**src/rtl/wb_stage.sv**
```systemverilog
// Writeback stage: arbitrates ALU/load results, formats load data, registers one
// register-file write per cycle and tracks outstanding loads for decode stalls.
module wb_stage (
  input  logic        i_clk,
  input  logic        i_rst_n,
  input  logic        i_alu_valid,
  input  logic [4:0]  i_alu_rd_addr,
  input  logic [31:0] i_alu_data,
  output logic        o_alu_ready,
  input  logic        i_ld_valid,
  input  logic [4:0]  i_ld_rd_addr,
  input  logic [2:0]  i_ld_funct3,
  input  logic [1:0]  i_ld_byte_off,
  input  logic [31:0] i_ld_rdata,
  output logic        o_ld_ready,
  input  logic        i_issue_ld,
  input  logic [4:0]  i_issue_rd_addr,
  output logic [31:0] o_pending,
  output logic [4:0]  o_rd_addr,
  output logic [31:0] o_rd_data,
  output logic        o_rd_wren,
  output logic [31:0] o_wb_count,
  output logic        o_err
);

  logic        r_rd_wren;
  logic [4:0]  r_rd_addr;
  logic [31:0] r_rd_data;
  logic [31:0] r_pending;
  logic [31:0] r_wb_count;
  logic        r_err;

  logic        w_alu_acc;
  logic        w_ld_acc;
  logic [7:0]  w_byte;
  logic [15:0] w_half;
  logic [31:0] w_ld_fmt;
  logic        w_ld_bad;
  logic [4:0]  w_wr_addr;
  logic [31:0] w_wr_data;
  logic        w_wr_en;
  logic        w_err_set;
  logic [31:0] w_pending_nxt;

  // Loads always win; the ALU path simply waits upstream.
  assign o_ld_ready  = 1'b1;
  assign o_alu_ready = !i_ld_valid;
  assign w_ld_acc    = i_ld_valid;
  assign w_alu_acc   = i_alu_valid && !i_ld_valid;

  always_comb begin
    w_byte   = '0;
    w_ld_fmt = '0;
    w_ld_bad = 1'b0;
    case (i_ld_byte_off)
      2'd0:    w_byte = i_ld_rdata[7:0];
      2'd1:    w_byte = i_ld_rdata[15:8];
      2'd2:    w_byte = i_ld_rdata[23:16];
      default: w_byte = i_ld_rdata[31:24];
    endcase
    w_half = i_ld_byte_off[1] ? i_ld_rdata[31:16] : i_ld_rdata[15:0];
    case (i_ld_funct3)
      3'b000: w_ld_fmt = {{24{w_byte[7]}}, w_byte};
      3'b100: w_ld_fmt = {24'd0, w_byte};
      3'b001: begin
        w_ld_bad = i_ld_byte_off[0];
        w_ld_fmt = {{16{w_half[15]}}, w_half};
      end
      3'b101: begin
        w_ld_bad = i_ld_byte_off[0];
        w_ld_fmt = {16'd0, w_half};
      end
      3'b010: begin
        w_ld_bad = (i_ld_byte_off != 2'd0);
        w_ld_fmt = i_ld_rdata;
      end
      default: w_ld_bad = 1'b1;
    endcase
  end

  always_comb begin
    w_wr_addr = '0;
    w_wr_data = '0;
    w_wr_en   = 1'b0;
    w_err_set = 1'b0;
    if (w_ld_acc) begin
      w_wr_addr = i_ld_rd_addr;
      w_wr_data = w_ld_bad ? 32'd0 : w_ld_fmt;
      w_wr_en   = (i_ld_rd_addr != 5'd0);
      w_err_set = w_ld_bad || ((i_ld_rd_addr != 5'd0) && !r_pending[i_ld_rd_addr]);
    end else if (w_alu_acc) begin
      w_wr_addr = i_alu_rd_addr;
      w_wr_data = i_alu_data;
      w_wr_en   = (i_alu_rd_addr != 5'd0);
      w_err_set = r_pending[i_alu_rd_addr];
    end
  end

  // Clear first, then set, so a same-cycle reissue keeps the bit outstanding.
  always_comb begin
    w_pending_nxt = r_pending;
    if (w_ld_acc)
      w_pending_nxt[i_ld_rd_addr] = 1'b0;
    if (i_issue_ld && (i_issue_rd_addr != 5'd0))
      w_pending_nxt[i_issue_rd_addr] = 1'b1;
    w_pending_nxt[0] = 1'b0;
  end

  always_ff @(posedge i_clk or negedge i_rst_n) begin
    if (!i_rst_n) begin
      r_rd_wren  <= 1'b0;
      r_rd_addr  <= '0;
      r_rd_data  <= '0;
      r_pending  <= '0;
      r_wb_count <= '0;
      r_err      <= 1'b0;
    end else begin
      r_rd_wren <= w_wr_en;
      if (w_wr_en) begin
        r_rd_addr  <= w_wr_addr;
        r_rd_data  <= w_wr_data;
        r_wb_count <= r_wb_count + 32'd1;
      end
      r_pending <= w_pending_nxt;
      if (w_err_set)
        r_err <= 1'b1;
    end
  end

  assign o_rd_wren  = r_rd_wren;
  assign o_rd_addr  = r_rd_addr;
  assign o_rd_data  = r_rd_data;
  assign o_pending  = r_pending;
  assign o_wb_count = r_wb_count;
  assign o_err      = r_err;

endmodule

```
**config.mk**
```make
export PLATFORM = sky130hd
export DESIGN_NAME = wb_stage
export DESIGN_NICKNAME = d
export VERILOG_FILES = /design/src/rtl/wb_stage.sv
export SDC_FILE = /design/constraint.sdc
export NUM_CORES = 1
export LEC_CHECK = 0
export ABC_CLOCK_PERIOD_IN_PS = 1600
export CAP_MARGIN = 20
export CORE_UTILIZATION = 35
export DETAILED_ROUTE_END_ITERATION = 10
export PLACE_DENSITY_LB_ADDON = 0.15
export SYNTH_ARGS = -nofsm -noshare
export SYNTH_HDL_FRONTEND = slang
export SYNTH_SLANG_ARGS = --single-unit
```
**constraint.sdc**
```tcl
create_clock -name i_clk -period 1.6 [get_ports i_clk]
set_input_delay 0.32 -clock i_clk [delete_from_list [all_inputs] [get_ports i_clk]]
set_output_delay 0.32 -clock i_clk [all_outputs]
set_load 0.02 [all_outputs]
```
==> results of run 1 <==
-- layer usage --
metal,track usage [%],vias up
met5,0,-
met4,9.90,2
met3,5.26,46
met2,43.0,239
met1,33.5,2940
li1,-,2719
-- logic make-up (layout without fill, tap and decap cells) --
group                      after synthesis  count (layout)  synth area share [%]
AOI/OAI and AO/OA                      177             177                  19.5
xor gates and xnor gates                31              31                  4.87
adders and majority gates                1               1                 0.224
buffers and inverters                   50             394                  4.78
DFF                                    102             102                  45.8
muxes                                   36              36                  11.2
other                                    2               5                 0.135
and+or+nand+nor                        138             139                  13.5
-- worst min path at each step --
stage,end,slack [ns],cells past startpoint
floorplan,o_err,0.02,0
global placement,o_wb_count[11],0.31,1
detailed placement,o_wb_count[7],0.31,1
CTS,o_rd_addr[3],0.35,4
global route,o_rd_addr[3],0.33,4
finish,o_rd_addr[3],0.32,4
-- final cells by class --
class	count	area share, %
sequential	102	26.5
tap	211	2.72
inverter	14	0.671
timing repair buffer	364	34.7
clock inverter	4	0.284
antenna	3	0.0774
multi-input combinational	386	32.3
clock buffer	12	2.75
-- power groups by stage --
stage                     Sequential, W  Clock [W]  Combinational, W
final                           0.00326    0.00218           0.00336
after global routing            0.00331    0.00232           0.00360
after CTS                       0.00325    0.00221           0.00329
after detailed placement        0.00329          0           0.00338
after global placement          0.00326          0           0.00333
after floorplan                 0.00376          0          0.000954
-- registers in the layout (all words and copies together), names as in the netlist --
name        flops
o_rd_data      32
o_err           1
o_rd_wren       1
o_pending      31
o_rd_addr       5
o_wb_count     32
-- cell usage in the layout, fill, tap and decap left out, types with 17 or more instances in the layout --
cell type / netlist / final
sky130_fd_sc_hd__xnor2_1: 27 / 24
sky130_fd_sc_hd__nor2_1: 27 / 18
sky130_fd_sc_hd__buf_6: 6 / 21
sky130_fd_sc_hd__o22ai_1: 17 / 17
sky130_fd_sc_hd__o21ai_0: 78 / 67
sky130_fd_sc_hd__dlygate4sd2_1: 0 / 108
sky130_fd_sc_hd__mux4_2: 18 / 18
sky130_fd_sc_hd__nand2_1: 33 / 29
sky130_fd_sc_hd__buf_4: 6 / 138
sky130_fd_sc_hd__clkdlybuf4s50_1: 0 / 46
sky130_fd_sc_hd__dfrtp_1: 102 / 91
sky130_fd_sc_hd__a21oi_1: 37 / 27
-- what timing repair did --
action                                 4_1_cts  5_1_grt
setup endpoints to repair                  191       64
resized for setup                          221       79
setup buffers                               26        7
cloned                                       5        4
pin swaps                                   28       37
endpoints found under the hold margin       30        0
hold buffers                                 1        0
-- worst max-delay path, delay by kind of cell (launching register included) --
kind	cells	cell delay [ns]
and+or+nand+nor	3	0.76
DFF	1	0.41
muxes	1	0.47
AOI/OAI and AO/OA	1	0.14
-- stage by stage --
step	power, W	setup TNS (ns)	instances	hold WS, ns
CTS	0.00875	-0.646	1088	0.346
global route	0.00923	-2.09	1096	0.326
floorplan	0.00471	-6.47	537	0.0244
finish	0.00880	-0.442	1096	0.317
detailed placement	0.00666	-65.04	1041	0.310
global placement	0.00658	-61.75	1041	0.307
==> results.md, run 1 <==
- The detailed-routing wirelength on met1 is 9.01 mm.
- Prior to clock tree synthesis, the placed netlist has a worst setup slack of -0.847 ns.
- The residual overflow from global routing is 0.
- The count of buffers added on input and output ports is 191.
- The count of maximum capacitance violations is 0.
- After the first detailed-routing iteration, the DRC count stood at 430.
- For the worst-skew pair, the clock arrives at the later sink with an insertion delay of 0.35 ns.
- The HPWL after detailed placement is 15.3 mm.
- The area occupied by multi-input gates is 3140 um^2.
- Based on the critical path, the design can be clocked at up to 544 MHz.
- The final period utilization is 115%.
- The setup slack of the critical path after layout is -0.239 ns.
- For this configuration, the core starts out at a cell density of 36.3%.
- Detailed routing inserted a total of 5946 vias.
- For this run, the number of Yosys warnings is 0.
- The type of the worst setup path is reg2reg.
- The maximum clock path buffer count is 2.
- The capturing point of the worst reg2reg path is o_err.
- The total cell area at the placement stage is 8770 um^2.
- The net switching power is 0.00300 W.
- The count of nets left with antenna violations once routing finished came out at 0.
- The final count of hold timing violations was 0.
- After layout, the minimum clock period comes to 1.84 ns.
- The final wirelength is 21.3 mm.
- By area the synthesized netlist is led by sky130_fd_sc_hd__dfrtp_1 46%, sky130_fd_sc_hd__mux4_2 7.3%, sky130_fd_sc_hd__o21ai_0 7.0%.
- The number of storage elements in the synthesis netlist is 102.
- The power density over cell area is 907 nW/um^2.
- The met3 layer wire length in the routed design is 1.26 mm.
- Of the total power, the clock network draws 24.7%.
- Entering global routing, the biggest net connects 41 pins.
- For this run, the post-layout net count is 967.
- After detailed routing, the number of remaining DRC violations is 0.
- Data on the critical path arrives at its endpoint at 2.13 ns.
- The cell count after synthesis is 537.
- Of all nets on the critical path, the largest fanout is 2.
- The global placement routability congestion is 0.930.
- Setup repair after global routing could not meet its margin everywhere.
- For this run, the leading register cell type out of synthesis is sky130_fd_sc_hd__dfrtp_1.
- In this run the count of I/O pins placed on the die edge is 194.
- The startpoint identified for the worst hold timing path is i_alu_rd_addr[3].
- The critical path endpoint category is a flop.
- The die span in x is 128 um.
- Of the cells placed in the final design, the portion with a size suffix greater than 1 is 34.4%.
- The top cell type by area accounts for 45.8% of the synthesized area.
- The library cell contributing the largest single delay on the critical path is sky130_fd_sc_hd__or4_1.
- After detailed routing, the average wire length per cell comes to 19.4 um.
- After synthesis, flip-flops and latches occupy 45.8% of the total area.
- Across the VDD grid, the largest voltage drop is 689 uV.
- The number of buffers created by CTS is 9.
- The setup-violating endpoint count in the final report is 10.
- sky130_fd_sc_hd__dfrtp_1 takes more of the synthesized area than any other cell.
- For this design the static power due to leakage is 4.59 nW.
- Of the total power, the share spent switching nets is 34.1%.
- The most common cell in the netlist is sky130_fd_sc_hd__dfrtp_1.
- The number of antenna violations at the first check in global routing is 4.
- The floorplan die height is 128 um.
- The path class of the lowest-slack min-delay path is in2reg.
- The slack of the worst reg-to-reg path is -0.24 ns.
- The synthesized area divided by synthesized cell count is 10.4 um^2.
- The signal on the critical path passes through mux4_2, and3_4, a2bb2oi_1, or4_1, nand3_1.
- Wire segments on met2 add up to 10.4 mm in the final route.
- The critical path ends at o_err.
- The launch point of the worst reg-to-reg path is o_pending[29].
- The checks that failed: negative setup slack.
- Clock-pin slew was measured on the worst setup and hold paths at 0.07 ns.
- The overall die area is 16400 um^2.
- In the global route stage, overall resource usage came out at 26.0%.
- The pre-antenna-repair detailed-routing pass consisted of 5 iterations.
- After synthesis, the most frequently instantiated cells are 102 x sky130_fd_sc_hd__dfrtp_1, 78 x sky130_fd_sc_hd__o21ai_0, 37 x sky130_fd_sc_hd__a21oi_1, 33 x sky130_fd_sc_hd__nand2_1.
- STA puts the critical path data required time at 1.89 ns.
- The root buffer cell chosen for the clock tree is sky130_fd_sc_hd__clkbuf_16.
- The number of nets handed over by synthesis was 627.
- The first global-routing pass estimated 32.6 mm of wire.
- In this run the number of H-tree levels came out at 3.
- Using the TritonRoute via totals, the vias-per-cell ratio works out to 5.43.
- The most critical setup path has its startpoint at o_pending[29].
- Relative to the synthesized area, the layout overhead comes to 73.9%.
- The clock drives 102 sinks.
- Fill cells in the final layout number 1258.
- After detailed routing, no signal wire sits above met5.
- The run finished, with violations left.
- In the final layout, flip-flops and latches occupy 2570 um^2.
- The number of flops mapped to enable cells by yosys is 0.
- The worst reg2reg path depth is 5.
- The number of core rows is 45.
- The clock tree from TritonCTS is done.
- Cell internal power was estimated by the tool at 0.00580 W.
- In the synthesized netlist the async set-or-reset flop fraction comes to 100%.
- The sequential share of power is 37.0%.
- The number of max-slew violations in the final report is 0.
- The post-route cell area is 9700 um^2.
- The worst clock skew is 0.00714 ns.
- The cell area that synthesis handed to floorplanning was 5580 um^2.
- The portion of total power attributed to combinational logic is 38.2%.
- The count of different cell masters after synthesis is 54.
- The category of the worst setup path launch point is a flop.
- The critical path's largest stage delay is 0.48 ns.
- After floorplanning, the core was sized to cover 15400 um^2.
- The final design utilization is 63.1%.
- The via count of the first global-routing pass is 5951.
Note: power is estimated with default switching activity, not from simulation.
==> inputs of run 2 (changes only) <==
REMOVE_ABC_BUFFERS = 1   (was not set)
==> results.md, run 2 (synthesized netlist as in run 1, its figures left out) <==
- The final period utilization is 115% (about the same).
- The area of the core is 15400 um^2 (unchanged).
- The worst clock skew is 0.00426 ns (was 0.00714 ns).
- The post-route worst hold slack is 0.332 ns (was 0.317 ns).
- The floorplan die height is 128 um (unchanged).
- The setup slack of the critical path after layout was -0.243 ns (was -0.239 ns).
- Crit-path cells: buf_6, mux4_2, mux2i_1, mux2i_1, a311oi_2, nand3_1 (was mux4_2, and3_4, a2bb2oi_1, or4_1, nand3_1).
- The share of cells above drive strength 1 was 35.7% (was 34.4%).
- Failing checks: negative setup slack (unchanged).
- The largest net degree at the start of global routing is 65 (was 41).
- The clock tree from TritonCTS is done (unchanged).
- The library cell contributing the largest single delay on the critical path is sky130_fd_sc_hd__mux4_2 (was sky130_fd_sc_hd__or4_1).
- The violation count after the first detailed-routing iteration is 481 (was 430).
- The storage element area came to 2550 um^2 (was 2570 um^2).
- The maximum clock path buffer count came to 2 (unchanged).
- The via count of the routed design is 5908 (was 5946).
- The CTS clock-pin slew for the worst setup and hold paths was 0.07 ns (about the same).
- The path class of the lowest-slack min-delay path was in2async (was in2reg).
- The insertion delay of the later-clocked pin in the worst-skew pair is 0.36 ns (was 0.35 ns).
- The starting density of the core is 36.3% (unchanged).
- The maximum fanout count along the critical path is 3 (was 2).
- The critical path required time was 1.82 ns (was 1.89 ns).
- The final wirelength was 21.5 mm (was 21.3 mm).
- The number of buffers created by CTS is 9 (unchanged).
- The static power due to leakage is 4.65 nW (was 4.59 nW).
- The number of placed instances with taps included is 1040 (was 1041).
- The post-route non-filler standard cell count came to 1088 (was 1096).
- The HPWL after detailed placement is 15.4 mm (was 15.3 mm).
- The area occupied by multi-input gates is 3270 um^2 (was 3140 um^2).
- The overall die area came to 16400 um^2 (unchanged).
- The via count of the first global-routing pass was 6127 (was 5951).
- The number of antenna violations at the first check in global routing is 2 (was 4).
- The boundary pin count was 194 (unchanged).
- The power density over cell area is 930 nW/um^2 (was 907 nW/um^2).
- Outcome: finished with violations (unchanged).
- The final-stage net count is 960 (was 967).
- The die span in x came to 128 um (unchanged).
- The first-pass GRT wire length is 33.6 mm (was 32.6 mm).
- The count of nets left with antenna violations after detail routing is 0 (unchanged).
- RSZ-0062 raised after global routing: yes (unchanged).
- The critical path's largest stage delay came to 0.49 ns (was 0.48 ns).
- The critical path's top delay family is multiplexers (was simple AND/OR/NAND/NOR gates).
- The number of iterations in the first detailed-routing pass is 8 (was 5).
- Commonest non-fill, non-tap cells in the layout: 132 x sky130_fd_sc_hd__buf_4, 107 x sky130_fd_sc_hd__dlygate4sd2_1, 101 x sky130_fd_sc_hd__dfrtp_1 (was 138 x sky130_fd_sc_hd__buf_4, 108 x sky130_fd_sc_hd__dlygate4sd2_1, 91 x sky130_fd_sc_hd__dfrtp_1).
- The critical path's most frequent cell is sky130_fd_sc_hd__mux2i_1.
- The most common library cell in the layout ignoring fill and taps is sky130_fd_sc_hd__buf_4 (unchanged).
- The via density per instance is 5.43 (about the same).
- The number of max-slew violations in the final report was 0 (unchanged).
- The setup-violating endpoint count in the final report came to 11 (was 10).
- The number of buffers inserted by port buffering is 191 (unchanged).
- The peak supply drop is 607 uV (was 689 uV).
- The post-synthesis to final-layout area growth is 76.2% (was 73.9%).
- The number of filler instances in the final layout is 1264 (was 1258).
- The average detailed-routed wire length per instance was 19.8 um (was 19.4 um).
- The shortest clock period the worst path allows after layout was 1.84 ns (about the same).
- The critical path arrival is 2.07 ns (was 2.13 ns).
- The number of sinks handled by clock tree synthesis is 102 (unchanged).
- The cell at the root of the clock tree is sky130_fd_sc_hd__clkbuf_16 (unchanged).
- The number of DRC violations after detailed routing is 0 (unchanged).
- The type of the worst setup path is reg2reg (unchanged).
- The critical path endpoint category was a flop (unchanged).
- The global placement routability congestion is 0.949 (was 0.930).
- The count of buffer and inverter cells on the critical path is 1 (was 0).
- The category of the worst setup path launch point was a flop (unchanged).
- The number of core rows is 45 (unchanged).
- The maximum achievable frequency is 543 MHz (was 544 MHz).
- The residual overflow from global routing came to 0 (unchanged).
- The count of maximum capacitance violations is 0 (unchanged).
- The number of H-tree branching levels is 3 (unchanged).
- The total routing usage reported by global routing is 27.1% (was 26.0%).
- The final count of hold timing violations is 0 (unchanged).
-- run 2: cell count changes in the layout (fill, tap and decap cells not counted), sizes merged --
cell,delta
clkdlybuf4s50,-8
dlymetal6s2s,+8
buf,-7
clkbuf,-6
clkdlybuf4s15,+5
a21o,+1
and3b,-1
bufinv,+1
clkinv,+1
diode,-1
dlygate4sd2,-1
-- run 2: worst register-to-register path, delay by kind of cell, from the launching register on --
| kind | cells | cell delay, ns |
|---|---|---|
| compound gates | 1 | 0.29 |
| buf+inv | 1 | 0.13 |
| flops | 1 | 0.41 |
| mux | 3 | 0.77 |
| simple gates | 1 | 0.11 |
-- run 2: per-stage QoR --
stage	setup TNS [ns]	cell area, um^2	setup WS [ns]	total power [W]	util (%)
global placement	-63.98	8640	-0.861	0.00666	56.2
global route	-1.95	9830	-0.259	0.00957	63.9
detailed placement	-66.97	8640	-0.888	0.00672	56.2
floorplan	-98.96	5360	-1.76	0.00457	-
finish	-0.809	9830	-0.243	0.00914	63.9
CTS	-0.502	9550	-0.209	0.00906	62.1
-- run 2: worst paths after layout --
| check | start | end | slack (ns) | cells past startpoint |
|---|---|---|---|---|
| worst max-delay path | o_pending[28] | o_err | -0.24 | 6 |
| worst min-delay path | i_rst_n | o_wb_count[8] | 0.33 | 2 |
| worst max register to register | o_pending[28] | o_err | -0.24 | 6 |
| worst min register to register | o_wb_count[31] | o_wb_count[31] | 0.47 | 1 |
| max in group asynchronous | i_rst_n | o_pending[29] | 0.67 | 3 |
| min in group i_clk | i_alu_rd_addr[3] | o_rd_addr[3] | 0.33 | 4 |
-- run 2: timing repair --
action                     in CTS  in global routing
hold endpoints to repair        7                  0
setup endpoints to repair     192                 67
hold buffers                    1                  0
setup buffers                  24                  4
pin swaps                      43                 50
gates cloned                    8                  1
resized for setup             256                 94
-- run 2: final cells by class --
class,instances,share of cell area (%)
diodes,2,0.0509
inverters,14,0.662
multi-input cells,386,33.3
well taps,211,2.69
flip-flops and latches,102,26.0
clock inverters,6,0.802
clock buffers,10,2.33
repair buffers,357,34.2
-- run 2: routing by layer --
| metal | global-route usage, % | routed length, um | vias to the layer above |
|---|---|---|---|
| met3 | 4.67 | 1370 | 45 |
| met4 | 10.3 | 627 | 0 |
| met5 | 0 | 0 | - |
| met1 | 35.7 | 9180 | 2914 |
| met2 | 44.4 | 10300 | 251 |
| li1 | - | - | 2698 |
-- run 2: power breakdown --
part	switching, W	internal (W)
clock	0.00105	0.00125
sequential	0.000296	0.00295
combinational	0.00181	0.00179
